File: src/rtl/vx_victim_arbiter_pkg.sv
// Shared definitions for the victim arbiter: LFSR geometry, taps and log2 helpers.
package vx_victim_arbiter_pkg;

  localparam int LFSR_W = 16;
  // Feedback taps for x^16+x^14+x^13+x^11+1 on a left-shifting register (bits 15,13,12,10).
  localparam logic [LFSR_W-1:0] LFSR_TAPS = 16'hB400;

  function automatic int clog2_min1(input int n);
    return (n <= 1) ? 1 : $clog2(n);
  endfunction

  function automatic logic [LFSR_W-1:0] lfsr_step(input logic [LFSR_W-1:0] s);
    return {s[LFSR_W-2:0], ^(s & LFSR_TAPS)};
  endfunction

endpackage

File: src/rtl/vx_rr_arbiter.sv
// Round-robin arbiter: priority starts one past the last granted index.
module vx_rr_arbiter
  import vx_victim_arbiter_pkg::*;
#(
  parameter int NREQ = 4,
  localparam int LOG_NREQ = clog2_min1(NREQ)
) (
  input  logic                clk,
  input  logic                reset,
  input  logic [NREQ-1:0]     req,
  input  logic                en,
  input  logic                upd,
  output logic [NREQ-1:0]     grant,
  output logic [LOG_NREQ-1:0] grant_idx
);

  logic [LOG_NREQ-1:0] ptr;
  logic [LOG_NREQ-1:0] kk;
  logic                found;

  always_comb begin
    grant     = '0;
    grant_idx = '0;
    found     = 1'b0;
    kk        = '0;
    for (int i = 1; i <= NREQ; i++) begin
      kk = LOG_NREQ'((int'(ptr) + i) % NREQ);
      if (en && !found && req[kk]) begin
        found     = 1'b1;
        grant[kk] = 1'b1;
        grant_idx = kk;
      end
    end
  end

  always_ff @(posedge clk or negedge reset) begin
    if (!reset) begin
      ptr <= LOG_NREQ'(NREQ - 1);
    end else if (upd && found) begin
      ptr <= grant_idx;
    end
  end

endmodule

File: src/rtl/vx_victim_arbiter.sv
// Shared victim-way selector: round-robin grant, invalid-first or LFSR-random
// unlocked way, returned through a single registered response with backpressure.
module vx_victim_arbiter
  import vx_victim_arbiter_pkg::*;
#(
  parameter int                NREQ      = 4,
  parameter int                NWAYS     = 4,
  parameter logic [LFSR_W-1:0] LFSR_SEED = 16'hACE1,
  localparam int               LOG_NREQ  = clog2_min1(NREQ),
  localparam int               LOG_NWAYS = clog2_min1(NWAYS)
) (
  input  logic                   clk,
  input  logic                   reset,
  input  logic [NREQ-1:0]        req_valid,
  output logic [NREQ-1:0]        req_ready,
  input  logic [NREQ*NWAYS-1:0]  req_vmask,
  input  logic [NREQ*NWAYS-1:0]  req_lmask,
  output logic                   rsp_valid,
  input  logic                   rsp_ready,
  output logic [LOG_NREQ-1:0]    rsp_id,
  output logic [LOG_NWAYS-1:0]   rsp_way,
  output logic                   rsp_fail
);

  logic                 can_accept;
  logic                 accept;
  logic [NREQ-1:0]      grant;
  logic [LOG_NREQ-1:0]  grant_idx;
  logic [NWAYS-1:0]     vsel;
  logic [NWAYS-1:0]     lsel;
  logic [LOG_NWAYS-1:0] kw;
  logic [LOG_NWAYS-1:0] way_p0;
  logic                 fail_p0;
  logic                 inv_hit;
  logic                 rnd_hit;
  logic [LFSR_W-1:0]    lfsr_q;
  logic                 vld_p1;
  logic [LOG_NREQ-1:0]  id_p1;
  logic [LOG_NWAYS-1:0] way_p1;
  logic                 fail_p1;

  assign can_accept = reset & (!vld_p1 | rsp_ready);

  vx_rr_arbiter #(.NREQ(NREQ)) u_rr (
    .clk       (clk),
    .reset     (reset),
    .req       (req_valid),
    .en        (can_accept),
    .upd       (accept),
    .grant     (grant),
    .grant_idx (grant_idx)
  );

  assign req_ready = grant;
  assign accept    = |grant;

  always_comb begin
    vsel = '1;
    lsel = '1;
    for (int b = 0; b < NREQ; b++) begin
      if (grant[b]) begin
        vsel = req_vmask[b*NWAYS +: NWAYS];
        lsel = req_lmask[b*NWAYS +: NWAYS];
      end
    end
  end

  // Stage p0: way selection; the random probe wraps naturally since NWAYS is a power of two.
  always_comb begin
    way_p0  = '0;
    fail_p0 = 1'b0;
    inv_hit = 1'b0;
    rnd_hit = 1'b0;
    kw      = '0;
    for (int w = 0; w < NWAYS; w++) begin
      if (!inv_hit && !vsel[w]) begin
        inv_hit = 1'b1;
        way_p0  = LOG_NWAYS'(w);
      end
    end
    if (!inv_hit) begin
      for (int i = 0; i < NWAYS; i++) begin
        kw = lfsr_q[LOG_NWAYS-1:0] + LOG_NWAYS'(i);
        if (!rnd_hit && !lsel[kw]) begin
          rnd_hit = 1'b1;
          way_p0  = kw;
        end
      end
      fail_p0 = !rnd_hit;
    end
  end

  always_ff @(posedge clk or negedge reset) begin
    if (!reset) begin
      lfsr_q <= LFSR_SEED;
    end else if (accept && !inv_hit) begin
      lfsr_q <= lfsr_step(lfsr_q);
    end
  end

  // Stage p1: response register; fields hold once the response has been consumed.
  always_ff @(posedge clk or negedge reset) begin
    if (!reset) begin
      vld_p1  <= 1'b0;
      id_p1   <= '0;
      way_p1  <= '0;
      fail_p1 <= 1'b0;
    end else if (accept) begin
      vld_p1  <= 1'b1;
      id_p1   <= grant_idx;
      way_p1  <= way_p0;
      fail_p1 <= fail_p0;
    end else if (rsp_ready) begin
      vld_p1  <= 1'b0;
    end
  end

  assign rsp_valid = vld_p1;
  assign rsp_id    = id_p1;
  assign rsp_way   = way_p1;
  assign rsp_fail  = fail_p1;

endmodule
File: config.mk
export PLATFORM = sky130hd
export DESIGN_NAME = vx_victim_arbiter
export DESIGN_NICKNAME = d
export VERILOG_FILES = /design/src/rtl/vx_victim_arbiter_pkg.sv /design/src/rtl/vx_rr_arbiter.sv /design/src/rtl/vx_victim_arbiter.sv
export SDC_FILE = /design/constraint.sdc
export NUM_CORES = 1
export LEC_CHECK = 0
export BUFFER_PORTS_ARGS = -buffer_cell sky130_fd_sc_hd__buf_2
export CAP_MARGIN = 20
export CORE_AREA = 2 2 67 69
export CTS_CLUSTER_DIAMETER = 120
export CTS_CLUSTER_SIZE = 12
export DETAILED_ROUTE_END_ITERATION = 10
export DIE_AREA = 0 0 69 71
export PLACE_DENSITY = 0.76
export SLEW_MARGIN = 40
export SYNTH_ARGS = -nofsm -noshare
export SYNTH_HDL_FRONTEND = slang
export SYNTH_SLANG_ARGS = --single-unit
File: constraint.sdc
create_clock -name clk -period 4.38 [get_ports clk]
set_input_delay 0.876 -clock clk [delete_from_list [all_inputs] [get_ports clk]]
set_output_delay 0.876 -clock clk [all_outputs]
set_load 0.02 [all_outputs]
==> results by group <==
Outcome
  • Result of the run: finished clean

STA
  • Final Hold Fails: 0
  • Setup total negative slack: 0 ns
  • RSZ-0062 raised after global routing: no
  • Hold Slack: 0.4817 ns
  • Final period util: 0.9305
  • Highest attainable clock frequency: 245.4 MHz
  • Count of endpoints failing setup in the final report: 0
  • Worst relative slew slack: 0.6240
  • Worst slew pin tran: about 0.55 ns
  • Clock tree skew after final layout: 0.007725 ns
  • Time the worst path needs with I/O delays and setup: about 4.1 ns
  • Final slew viol count: 0

GRT
  • Via count of the first global-routing pass: 1585
  • First-pass GRT wire length: 7514 µm
  • Initial antenna violation count: 0
  • Largest net degree at the start of global routing: 26
  • Total Routing Usage GR: 0.1860
  • Congestion Overflow GR: 0

Floorplan
  • X dimension of the die: 69 µm
  • IO Pins: 49
  • Core outline area: 4204 µm²
  • Die Ht: 71 µm
  • Row cnt: 24
  • Area of the die: 4899 µm²
  • Starting density of the core: 0.4741

Clock network
  • Count of hold-fix buffers inserted at cts: 0
  • Root cell of the clock tree: sky130_fd_sc_hd__clkbuf_8
  • Maximum level of the CTS H-tree: 1
  • Number of clock sinks seen by CTS: 24
  • Clock transition at the registers of the reported paths: 0.08 ns
  • TritonCTS clock tree: done
  • Num CTS Buffers: 3
  • Maximum buffer depth of the clock tree: 2
  • Insertion delay to the later sink of the worst-skew pair: 0.27 ns

Power and ir drop
  • Switching share of power: 0.4411
  • Relative contribution of the clock network to total power: 0.118
  • Standby leakage power: 1.129 nW
  • Share of power burned in combinational logic: 0.708
  • VDD IR max: 0.0002898 V
  • P per Cell Area: 682.2 nW/µm²
  • Cell internal power dissipation: about 900 µW
  • Total Power Consumption: 1.618 mW
  • Net Switching: roughly 710 µW
  • Share of power burned in registers: 0.174

Critical path
  • CP Capture Type: flip-flop
  • Largest stage delay on the critical path: 0.53 ns
  • Critical Path Fanout Max: 18
  • Worst path buffer plus inverter count: 3
  • Cell at the slowest stage of the critical path: sky130_fd_sc_hd__dfstp_2
  • Cell breakdown of the critical path: inv_1 > ha_1 > mux4_2 > a22oi_1 > nor2_1 > a221oi_4 > inv_2 > nor2_4 > o221ai_2 > nand2_1 > or3b_1 > or3b_1 > buf_4 > mux2_4
  • Crit-path most repeated cell: sky130_fd_sc_hd__or3b_1
  • Critical Path Source Type: flip-flop
  • Launch point of the worst path: u_rr.ptr[1]$_DFFE_PN1P_
  • Required time at the worst-slack endpoint: 4.53 ns
  • Crit Path Category: flip-flop to flip-flop
  • Beginning of the worst register-to-register path: u_rr.ptr[1]$_DFFE_PN1P_
  • Arrival time at the worst endpoint: 4.23 ns
  • Dominant delay contributor by cell family on the critical path: simple AND/OR/NAND/NOR gates

Synth
  • Post-synth EDFFs: 0
  • Post-synthesis average cell area: 10.55 µm²
  • Post-synthesis cell type count: between 50 and 60
  • Synthesized net count: 235
  • Number of warnings reported in the yosys synthesis log: 0
  • Number of synthesized register bits: 24
  • Post-synthesis instance area: 1993 µm²
  • Area fraction of the dominant cell type after synthesis: 0.1758
  • Async S/R FF share, synth: 1.000
  • Largest cells by area after synthesis: sky130_fd_sc_hd__dfrtp_1 18%, sky130_fd_sc_hd__dfstp_2 13%, sky130_fd_sc_hd__mux2_4 6.0%
  • Post-Syn Instances: 189
  • Cell type contributing the most total cell area after synthesis: sky130_fd_sc_hd__dfrtp_1
  • Commonest register cell after synthesis: sky130_fd_sc_hd__dfrtp_1
  • Sequential area share after synthesis: 0.3076

Detailed routing
  • Detail-routed via count per cell: 5.631
  • Remaining number of nets flagged by the antenna check after routing: 0
  • Residual DRC count: 0
  • Drt first-iter violations: 138
  • Wire length per cell after detailed routing: ~15 µm
  • Number of optimization iterations in the first detailed-route pass: 4
  • Via count of the routed design: approximately 1700
  • Total Routed Length: around 4400 µm

Hold path
  • Hold_sp: rsp_id[0]$_DFFE_PN0P_
  • Worst Hold Class: flip-flop to flip-flop

Finish
  • Net total in the final layout: 288
  • Total non-filler cell area in the finished layout: 2371 µm²
  • Ratio of cells with drive above 1 in the final layout: 0.4481
  • Number of diodes added for antenna fixing: 0
  • Area delta synth->final: 18.96%

Placement
  • Count of buffers from port buffering: 48
  • Post-placement cell area: 2277 µm²
  • Global placement routability congestion: a little under 0.9
  • Dpl hpwl: 3245 µm

Run
  • Max capacitance violation total: 0
==> cell usage after synthesis, drive strengths merged, types with 3 or more instances <==
cell	instances
nand3b	3
o31ai	3
and3	3
nor4bb	3
clkbuf	3
mux4	4
o211a	4
a21o	3
and2	4
mux2i	3
a22oi	5
nand3	4
mux2	17
o21ai	4
ha	7
dfrtp	14
inv	8
a21oi	11
dfstp	10
buf	8
nand2	13
nor2b	6
o221ai	4
nor2	14
==> metrics by stage <==
stage | utilization | instances | worst slack [ns]
2_1_floorplan | - | 189 | 0.2146
3_3_place_gp | 0.5417 | 288 | 0.2646
3_5_place_dp | 0.5417 | 288 | 0.2213
4_1_cts | 0.5586 | 292 | 0.2042
5_1_grt | 0.5640 | 293 | 0.04008
6_report | 0.5640 | 293 | 0.3045
==> registers in the layout (all words and copies together), names as in the netlist <==
signal / count
rsp_way: 2
rsp_fail: 1
lfsr_q: 16
rsp_valid: 1
u_rr.ptr: 2
rsp_id: 2
==> power groups by stage <==
stage	sequential [mW]	combinational (mW)	clock, mW
detailed placement	0.287	1.11	0
global placement	0.287	1.09	0
finish	0.282	1.15	0.191
floorplan	0.323	0.884	0
global route	0.286	1.26	0.208
CTS	0.283	1.12	0.197
==> placed cells by master, fill, tap and decap left out, types with 6 or more instances in the layout <==
cell type                 count
sky130_fd_sc_hd__nand2_1     12
sky130_fd_sc_hd__buf_2       48
sky130_fd_sc_hd__nor2_1      13
sky130_fd_sc_hd__inv_1        6
sky130_fd_sc_hd__mux2_2       9
sky130_fd_sc_hd__ha_1         7
sky130_fd_sc_hd__dfstp_2     10
sky130_fd_sc_hd__mux2_4       8
sky130_fd_sc_hd__buf_4       11
sky130_fd_sc_hd__a21oi_1     11
sky130_fd_sc_hd__dfrtp_1     14
==> what timing repair did <==
item,CTS,global route
buffers inserted,0,1
setup endpoints to repair,0,6
resized for setup,0,2
==> worst reg2reg max path, stage by stage (launching register included) <==
cell and delay [ns]:
sky130_fd_sc_hd__dfstp_2 0.53, sky130_fd_sc_hd__inv_1 0.07, sky130_fd_sc_hd__ha_1 0.44, sky130_fd_sc_hd__mux4_2 0.48, sky130_fd_sc_hd__a22oi_1 0.23, sky130_fd_sc_hd__nor2_1 0.09, sky130_fd_sc_hd__a221oi_4 0.34, sky130_fd_sc_hd__inv_2 0.18
sky130_fd_sc_hd__nor2_4 0.13, sky130_fd_sc_hd__o221ai_2 0.10, sky130_fd_sc_hd__nand2_1 0.08, sky130_fd_sc_hd__or3b_1 0.37, sky130_fd_sc_hd__or3b_1 0.38, sky130_fd_sc_hd__buf_4 0.23, sky130_fd_sc_hd__mux2_4 0.33
==> final cells by class <==
type                    instances  area [µm²]
inverters                       8       30.03
fillers                       377        1833
clock buffers                   3       41.29
clock inverters                 1       30.03
repair buffers                 59       322.8
well taps                      52       65.06
flip-flops and latches         24       613.1
multi-input cells             146        1269
==> cell families after synthesis <==
kind of cell,Yosys count,share of synthesized area
compound gates,51,0.2185
xor+xnor,3,0.01319
fa+ha+maj,7,0.04394
buf+inv,19,0.06340
flops,24,0.3076
mux,24,0.1714
simple gates,61,0.1820
==> path summary, 6_finish.rpt <==
| check | to | slack [ns] | cells past startpoint |
|---|---|---|---|
| worst max-delay path | lfsr_q[2]$_DFFE_PN0P_ | 0.30 | 14 |
| worst min-delay path | rsp_id[0]$_DFFE_PN0P_ | 0.48 | 1 |
| worst max register to register | lfsr_q[2]$_DFFE_PN0P_ | 0.30 | 14 |
| worst min register to register | rsp_id[0]$_DFFE_PN0P_ | 0.48 | 1 |
| max in group asynchronous | lfsr_q[5]$_DFFE_PN1P_ | 3.44 | 2 |
| min in group asynchronous | lfsr_q[12]$_DFFE_PN0P_ | 0.65 | 2 |
==> per-layer routing <==
layer	global-route usage	up-vias	wire, µm
met1	0.2595	750	2062
met2	0.2863	74	1953
met5	0	-	0
met4	0.08279	0	85
met3	0.02991	6	282
li1	-	820	-
(Power assumes the default switching activity.)
